==> src/rtl/vga_pkg.sv <==
`default_nettype none
// ============================================================================
// vga_pkg : shared VGA timing presets and helpers
// Rev 1.0 : initial release
// ============================================================================
package vga_pkg;

    // 640x480@60, 25.175 MHz pixel clock
    localparam int c_VGA640_H_ACTIVE = 640;
    localparam int c_VGA640_H_FP     = 16;
    localparam int c_VGA640_H_SYNC   = 96;
    localparam int c_VGA640_H_BP     = 48;
    localparam int c_VGA640_V_ACTIVE = 480;
    localparam int c_VGA640_V_FP     = 10;
    localparam int c_VGA640_V_SYNC   = 2;
    localparam int c_VGA640_V_BP     = 33;

    // 800x600@72, 50 MHz pixel clock
    localparam int c_SVGA72_H_ACTIVE = 800;
    localparam int c_SVGA72_H_FP     = 56;
    localparam int c_SVGA72_H_SYNC   = 120;
    localparam int c_SVGA72_H_BP     = 64;
    localparam int c_SVGA72_V_ACTIVE = 600;
    localparam int c_SVGA72_V_FP     = 37;
    localparam int c_SVGA72_V_SYNC   = 6;
    localparam int c_SVGA72_V_BP     = 23;

    function automatic int f_total(input int active, input int fp, input int sync, input int bp);
        return active + fp + sync + bp;
    endfunction

endpackage
`default_nettype wire

==> src/rtl/vga_tick_div.sv <==
`default_nettype none
// ============================================================================
// vga_tick_div : clk -> pixel strobe divider, one tick every CLK_DIV clocks
// Rev 1.0 : initial release
// ============================================================================
module vga_tick_div #(
    parameter int CLK_DIV = 4
) (
    input  logic clk,
    input  logic reset,
    input  logic en,
    output logic tick
);

    localparam int c_DW = (CLK_DIV > 1) ? $clog2(CLK_DIV) : 1;
    localparam logic [c_DW-1:0] c_LAST = c_DW'(CLK_DIV - 1);

    if (CLK_DIV < 1 || CLK_DIV > 16) begin : g_bad_clk_div
        $error("vga_tick_div: CLK_DIV must be in 1..16");
    end

    logic [c_DW-1:0] div_q;
    logic [c_DW-1:0] div_d;
    logic            w_last;

    assign w_last = (div_q == c_LAST);
    // Gated by reset so no strobe escapes while the block is held cleared.
    assign tick   = reset & en & w_last;

    always_comb begin
        div_d = div_q;
        if (en) begin
            div_d = w_last ? '0 : div_q + 1'b1;
        end
    end

    always_ff @(posedge clk) begin
        if (!reset) begin
            div_q <= '0;
        end else begin
            div_q <= div_d;
        end
    end

endmodule
`default_nettype wire

==> src/rtl/vga_timing_gen.sv <==
`default_nettype none
// ============================================================================
// vga_timing_gen : pixel/line counters, sync/blank decode and frame counter
// Rev 1.0 : initial release
// ============================================================================
module vga_timing_gen
    import vga_pkg::*;
#(
    parameter int   H_ACTIVE = c_VGA640_H_ACTIVE,
    parameter int   H_FP     = c_VGA640_H_FP,
    parameter int   H_SYNC   = c_VGA640_H_SYNC,
    parameter int   H_BP     = c_VGA640_H_BP,
    parameter int   V_ACTIVE = c_VGA640_V_ACTIVE,
    parameter int   V_FP     = c_VGA640_V_FP,
    parameter int   V_SYNC   = c_VGA640_V_SYNC,
    parameter int   V_BP     = c_VGA640_V_BP,
    parameter int   CLK_DIV  = 4,
    parameter logic HS_POL   = 1'b0,
    parameter logic VS_POL   = 1'b0,
    parameter int   CW       = 10
) (
    input  logic          clk,
    input  logic          reset,
    input  logic          en,
    output logic          tick,
    output logic [CW-1:0] pixelx,
    output logic [CW-1:0] pixely,
    output logic          hsync,
    output logic          vsync,
    output logic          video_on,
    output logic          line_end,
    output logic          frame_end,
    output logic [7:0]    frame_cnt
);

    localparam int c_H_TOT = f_total(H_ACTIVE, H_FP, H_SYNC, H_BP);
    localparam int c_V_TOT = f_total(V_ACTIVE, V_FP, V_SYNC, V_BP);
    localparam longint c_CNT_RANGE = longint'(1) << CW;

    if (c_CNT_RANGE < longint'(c_H_TOT) || c_CNT_RANGE < longint'(c_V_TOT)) begin : g_bad_cw
        $error("vga_timing_gen: CW too narrow for the line or frame total");
    end

    localparam logic [CW-1:0] c_H_LAST = CW'(c_H_TOT - 1);
    localparam logic [CW-1:0] c_V_LAST = CW'(c_V_TOT - 1);
    // Decode bounds carry one extra bit so an end bound equal to 2^CW still compares correctly.
    localparam logic [CW:0]   c_H_ACT  = (CW+1)'(H_ACTIVE);
    localparam logic [CW:0]   c_HS_BEG = (CW+1)'(H_ACTIVE + H_FP);
    localparam logic [CW:0]   c_HS_END = (CW+1)'(H_ACTIVE + H_FP + H_SYNC);
    localparam logic [CW:0]   c_V_ACT  = (CW+1)'(V_ACTIVE);
    localparam logic [CW:0]   c_VS_BEG = (CW+1)'(V_ACTIVE + V_FP);
    localparam logic [CW:0]   c_VS_END = (CW+1)'(V_ACTIVE + V_FP + V_SYNC);

    logic [CW-1:0] pixelx_q, pixelx_d;
    logic [CW-1:0] pixely_q, pixely_d;
    logic [7:0]    frame_cnt_q, frame_cnt_d;
    logic          w_tick, w_h_last, w_v_last, w_line_end, w_frame_end;
    logic [CW:0]   w_px_ext, w_py_ext;

    vga_tick_div #(
        .CLK_DIV (CLK_DIV)
    ) u_tick_div (
        .clk   (clk),
        .reset (reset),
        .en    (en),
        .tick  (w_tick)
    );

    assign w_h_last    = (pixelx_q == c_H_LAST);
    assign w_v_last    = (pixely_q == c_V_LAST);
    assign w_line_end  = w_tick & w_h_last;
    assign w_frame_end = w_line_end & w_v_last;

    always_comb begin
        pixelx_d    = pixelx_q;
        pixely_d    = pixely_q;
        frame_cnt_d = frame_cnt_q;
        if (w_tick) begin
            pixelx_d = w_h_last ? '0 : pixelx_q + 1'b1;
            if (w_h_last) begin
                pixely_d = w_v_last ? '0 : pixely_q + 1'b1;
            end
        end
        if (w_frame_end) begin
            frame_cnt_d = frame_cnt_q + 8'd1;
        end
    end

    always_ff @(posedge clk) begin
        if (!reset) begin
            pixelx_q    <= '0;
            pixely_q    <= '0;
            frame_cnt_q <= '0;
        end else begin
            pixelx_q    <= pixelx_d;
            pixely_q    <= pixely_d;
            frame_cnt_q <= frame_cnt_d;
        end
    end

    // Sync and blank decode straight off the counters: no pipeline offset.
    assign w_px_ext  = {1'b0, pixelx_q};
    assign w_py_ext  = {1'b0, pixely_q};
    assign hsync     = (w_px_ext >= c_HS_BEG && w_px_ext < c_HS_END) ? HS_POL : ~HS_POL;
    assign vsync     = (w_py_ext >= c_VS_BEG && w_py_ext < c_VS_END) ? VS_POL : ~VS_POL;
    assign video_on  = (w_px_ext < c_H_ACT) && (w_py_ext < c_V_ACT);

    assign tick      = w_tick;
    assign pixelx    = pixelx_q;
    assign pixely    = pixely_q;
    assign line_end  = w_line_end;
    assign frame_end = w_frame_end;
    assign frame_cnt = frame_cnt_q;

endmodule
`default_nettype wire

==> config.mk <==
export PLATFORM = sky130hd
export DESIGN_NAME = vga_timing_gen
export DESIGN_NICKNAME = d
export VERILOG_FILES = /design/src/rtl/vga_pkg.sv /design/src/rtl/vga_tick_div.sv /design/src/rtl/vga_timing_gen.sv
export SDC_FILE = /design/constraint.sdc
export NUM_CORES = 1
export LEC_CHECK = 0
export BUFFER_PORTS_ARGS = -buffer_cell sky130_fd_sc_hd__buf_2
export CORE_AREA = 2 2 63 53
export CTS_CLUSTER_DIAMETER = 150
export DETAILED_ROUTE_END_ITERATION = 6
export DIE_AREA = 0 0 65 55
export GPL_ROUTABILITY_DRIVEN = 1
export HOLD_SLACK_MARGIN = 0.1
export PLACE_DENSITY_LB_ADDON = 0.25
export SETUP_SLACK_MARGIN = 0.15
export SYNTH_ARGS = -nofsm -noshare
export SYNTH_HDL_FRONTEND = slang
export SYNTH_HIERARCHICAL = 1
export SYNTH_SLANG_ARGS = --single-unit
export TNS_END_PERCENT = 50
==> constraint.sdc <==
create_clock -name clk -period 4.4 [get_ports clk]
set_clock_uncertainty 0.05 [all_clocks]
set_input_delay 0.88 -clock clk [delete_from_list [all_inputs] [get_ports clk]]
set_output_delay 0.88 -clock clk [all_outputs]
set_load 0.02 [all_outputs]
==> summary.md <==
| Metric | Value |
|---|---|
| Status | completed |
| Internal | 0.4028 mW |
| Synth cell types | 33 |
| Final worst setup slack | 1022 ps |
| Die area | 3575 sq um |
| Sequential fraction of the synthesis area | 0.3902 |
| TritonRoute pass-1 iters | 4 |
| FP Rows | 18 |
| CTS root buf | clkbuf_8 |
| Synthesized flop and latch total | 30 |
| Vias in the first global route | 1337 |
| Final hold vios | 0 |
| Routed Antenna Nets | 0 |
| CTS tree | built |
| CP endpoint kind | output port |
| Largest net degree at the start of global routing | 22 |
| CTS clk-pin slew, worst paths | 60 ps |
| Area of the mapped netlist | 1539 sq um |
| Max cap viols | 0 |
| Share of post-route cells with drive strength above 1 | 0.2127 |
| Via Count | 1485 |
| Tot Pwr | 0.5156 mW |
| H-tree levels | 2 |
| Final GP Congestion | 0.8634 |
| Min Tclk post-route | 3378 ps |
| Ant diodes | 0 |
| Worst Max-Slew Pin Slew | 713.5 ps |
| Dpl hpwl | 2.606 mm |
| Clock power share | 0.446 |
| Critical Path RT | 3470 ps |
| Sw Ratio | 0.2187 |
| Critical path type | in2out |
| DIE HEIGHT | 55 um |
| Post-Route WL | 3.584 mm |
| CP Launch Type | input port |
| Post-DR wirelength/cell | 13.73 um |
| P_sw | 0.1128 mW |
| Cell family with the largest share of critical-path delay | simple AND/OR/NAND/NOR gates |
| Placed instance area | 1745 sq um |
| Critical Path Max Stage Delay | 380 ps |
| Worst path buffer plus inverter count | 3 |
| Pre-CTS WS | 1041 ps |
| NumNets Final | 230 |
| Residual DRC | 0 |
| Fmax | 296.0 MHz |
| Post-CTS setup buffer count | 0 |
| Combinational Power Share | 0.022 |
| Syn Area/Cell | 8.364 sq um |
| IO Pins | 37 |
| Fillers | 280 |
| Leak | 0.7301 nW |
| Crit-path cells | buf_2, and3_2, and4_1, nand4_1, inv_1, buf_2 |
| Worst path most repeated cell | buf_2 |
| Cells after Synth | 184 |
| Iteration-0 DRC Markers | 119 |
| Async SR Flop Fraction | 0 |
| Syn_nets | 194 |
| Critical path's slowest cell | nand4_1 |
| Num CTS Buffers | 5 |
| Die W | 65 um |
| Post-CTS Hold Buffers | 0 |
| Final instance area | 1837 sq um |
| Worst min path class | reg2reg |
| Final period util | 0.7678 |
| DR vias/cell | 5.690 |
| Synth top area cells | dfxtp_1 39%, ha_1 5.7%, a21oi_1 5.2%, nand3_1 4.2%, nand4_1 4.1% |
| Synth warn | 6 |
| CTS Sinks | 30 |
| PD cells | 280.7 nW/um^2 |
| Total Negative Setup Slacks | 0 ps |
| GRT overflow | 0 |
| FF/Latch Area | 600.6 sq um |
| I/O Buffers | 36 |
| Initial antenna violation count | 0 |
| Initial core utilization | 0.5216 |
| Slew Viols, Final | 0 |
| Sequential share of power | 0.532 |
| Post-synth EDFFs | 0 |
| Area leader, netlist | dfxtp_1 |
| Area Overhead vs Synth | 19.35% |
| Resize count post-CTS | 0 |
| Core area | 2950 sq um |
| Yosys top cell area share | 0.3902 |
| Multi-input logic area | 877.1 sq um |
| Worst-Skew Late Latency | 290 ps |
| Cells after DPL | 253 |
| Tot GR Track Use | 0.2196 |
| Worst vdd ir | 0.2062 mV |
| First-pass GRT wire length | 5.865 mm |
| Slew margin rel. | 0.5211 |
| RSZ-0062 raised after global routing | no |
| Finished Layout Cells | 261 |
| Max clock buf depth | 2 |
| # setup viols final | 0 |
| Post-synth top flop | dfxtp_1 |
| Worst Path Max Fanout | 12 |
| CP arrival | 2450 ps |
==> sequential cells by signal, summed over array words and instances (netlist names) <==
register          cells
frame_cnt             8
pixely               10
pixelx               10
u_tick_div/div_q      2
==> layout by cell type, fill, tap and decap left out, types with 2 or more instances in the layout <==
master | netlist | final
o21ai_0 | 8 | 8
nor2b_1 | 2 | 2
inv_1 | 7 | 7
nor2_1 | 16 | 16
nor3_1 | 5 | 5
ha_1 | 7 | 7
o31ai_1 | 8 | 8
or3_1 | 8 | 8
and3_1 | 3 | 3
a21oi_1 | 16 | 16
dfxtp_1 | 30 | 30
mux2i_1 | 2 | 2
xnor2_1 | 5 | 5
nand3_1 | 13 | 13
or4_1 | 8 | 8
xor2_1 | 6 | 6
clkbuf_8 | 0 | 6
buf_2 | 1 | 36
nand4_1 | 10 | 10
nand2_1 | 9 | 9
==> cell usage after synthesis (5+ instances only) <==
cell	n
dfxtp_1	30
a21oi_1	16
nor2_1	16
nand3_1	13
nand4_1	10
nand2_1	9
o21ai_0	8
o31ai_1	8
or3_1	8
or4_1	8
clkbuf_1	7
ha_1	7
inv_1	7
xor2_1	6
nor3_1	5
xnor2_1	5
==> path summary, 6_finish.rpt <==
| path | slack [ps] | depth (start not counted) | startpoint | endpoint |
|---|---|---|---|---|
| worst max-delay path | 1020 | 6 | reset | line_end |
| worst min-delay path | 450 | 2 | frame_cnt[7]$_SDFFE_PN0P_ | frame_cnt[7]$_SDFFE_PN0P_ |
| worst max register to register | 1710 | 7 | u_tick_div/div_q[0]$_SDFFE_PN0P_ | frame_cnt[5]$_SDFFE_PN0P_ |
| worst min register to register | 450 | 2 | frame_cnt[7]$_SDFFE_PN0P_ | frame_cnt[7]$_SDFFE_PN0P_ |
==> per-stage QoR <==
| step | util | hold WS (ps) |
|---|---|---|
| after floorplan | - | 436.8 |
| after detailed placement | 0.5916 | 444.1 |
| final | 0.6226 | 449.1 |
| after global placement | 0.5916 | 407.2 |
| after CTS | 0.6226 | 452.0 |
| after global routing | 0.6226 | 476.3 |
==> cell type report <==
class,instances,share of cell area
Multi-Input combinational cell,138,0.4775
Sequential cell,30,0.3270
Timing Repair Buffer,37,0.1022
Clock buffer,7,0.04700
Tap cell,40,0.02725
Inverter,8,0.01635
Clock inverter,1,0.002725
==> worst register-to-register path: stages (launching register included) <==
cell and delay, ps:
dfxtp_1 370, ha_1 200, and3_2 290, and4_1 280
nand4_1 380, buf_4 350, or4_1 540, a21oi_1 170
==> kinds of logic after synthesis <==
group	count (synthesis)	synth area share
flops	30	0.3902
fa+ha+maj	7	0.05691
compound gates	34	0.1252
buf+inv	16	0.03984
mux	2	0.01301
xor+xnor	11	0.06260
simple gates	84	0.3122
==> power by group through the flow <==
stage / registers [mW] / logic (mW) / clock network (mW)
2_1_floorplan: 0.280 / 0.00697 / 0
3_3_place_gp: 0.280 / 0.0105 / 0
3_5_place_dp: 0.280 / 0.0113 / 0
4_1_cts: 0.274 / 0.0114 / 0.232
5_1_grt: 0.274 / 0.0125 / 0.241
6_report: 0.274 / 0.0113 / 0.230
==> per-layer routing <==
layer  global-route usage  vias up  routed length, um
li1                     -      741                  -
met5                    0        -                  0
met3              0.04858        8                227
met2               0.4055       39               1720
met1               0.2398      697               1567
met4               0.1277        0                 68
(Power assumes the default switching activity.)
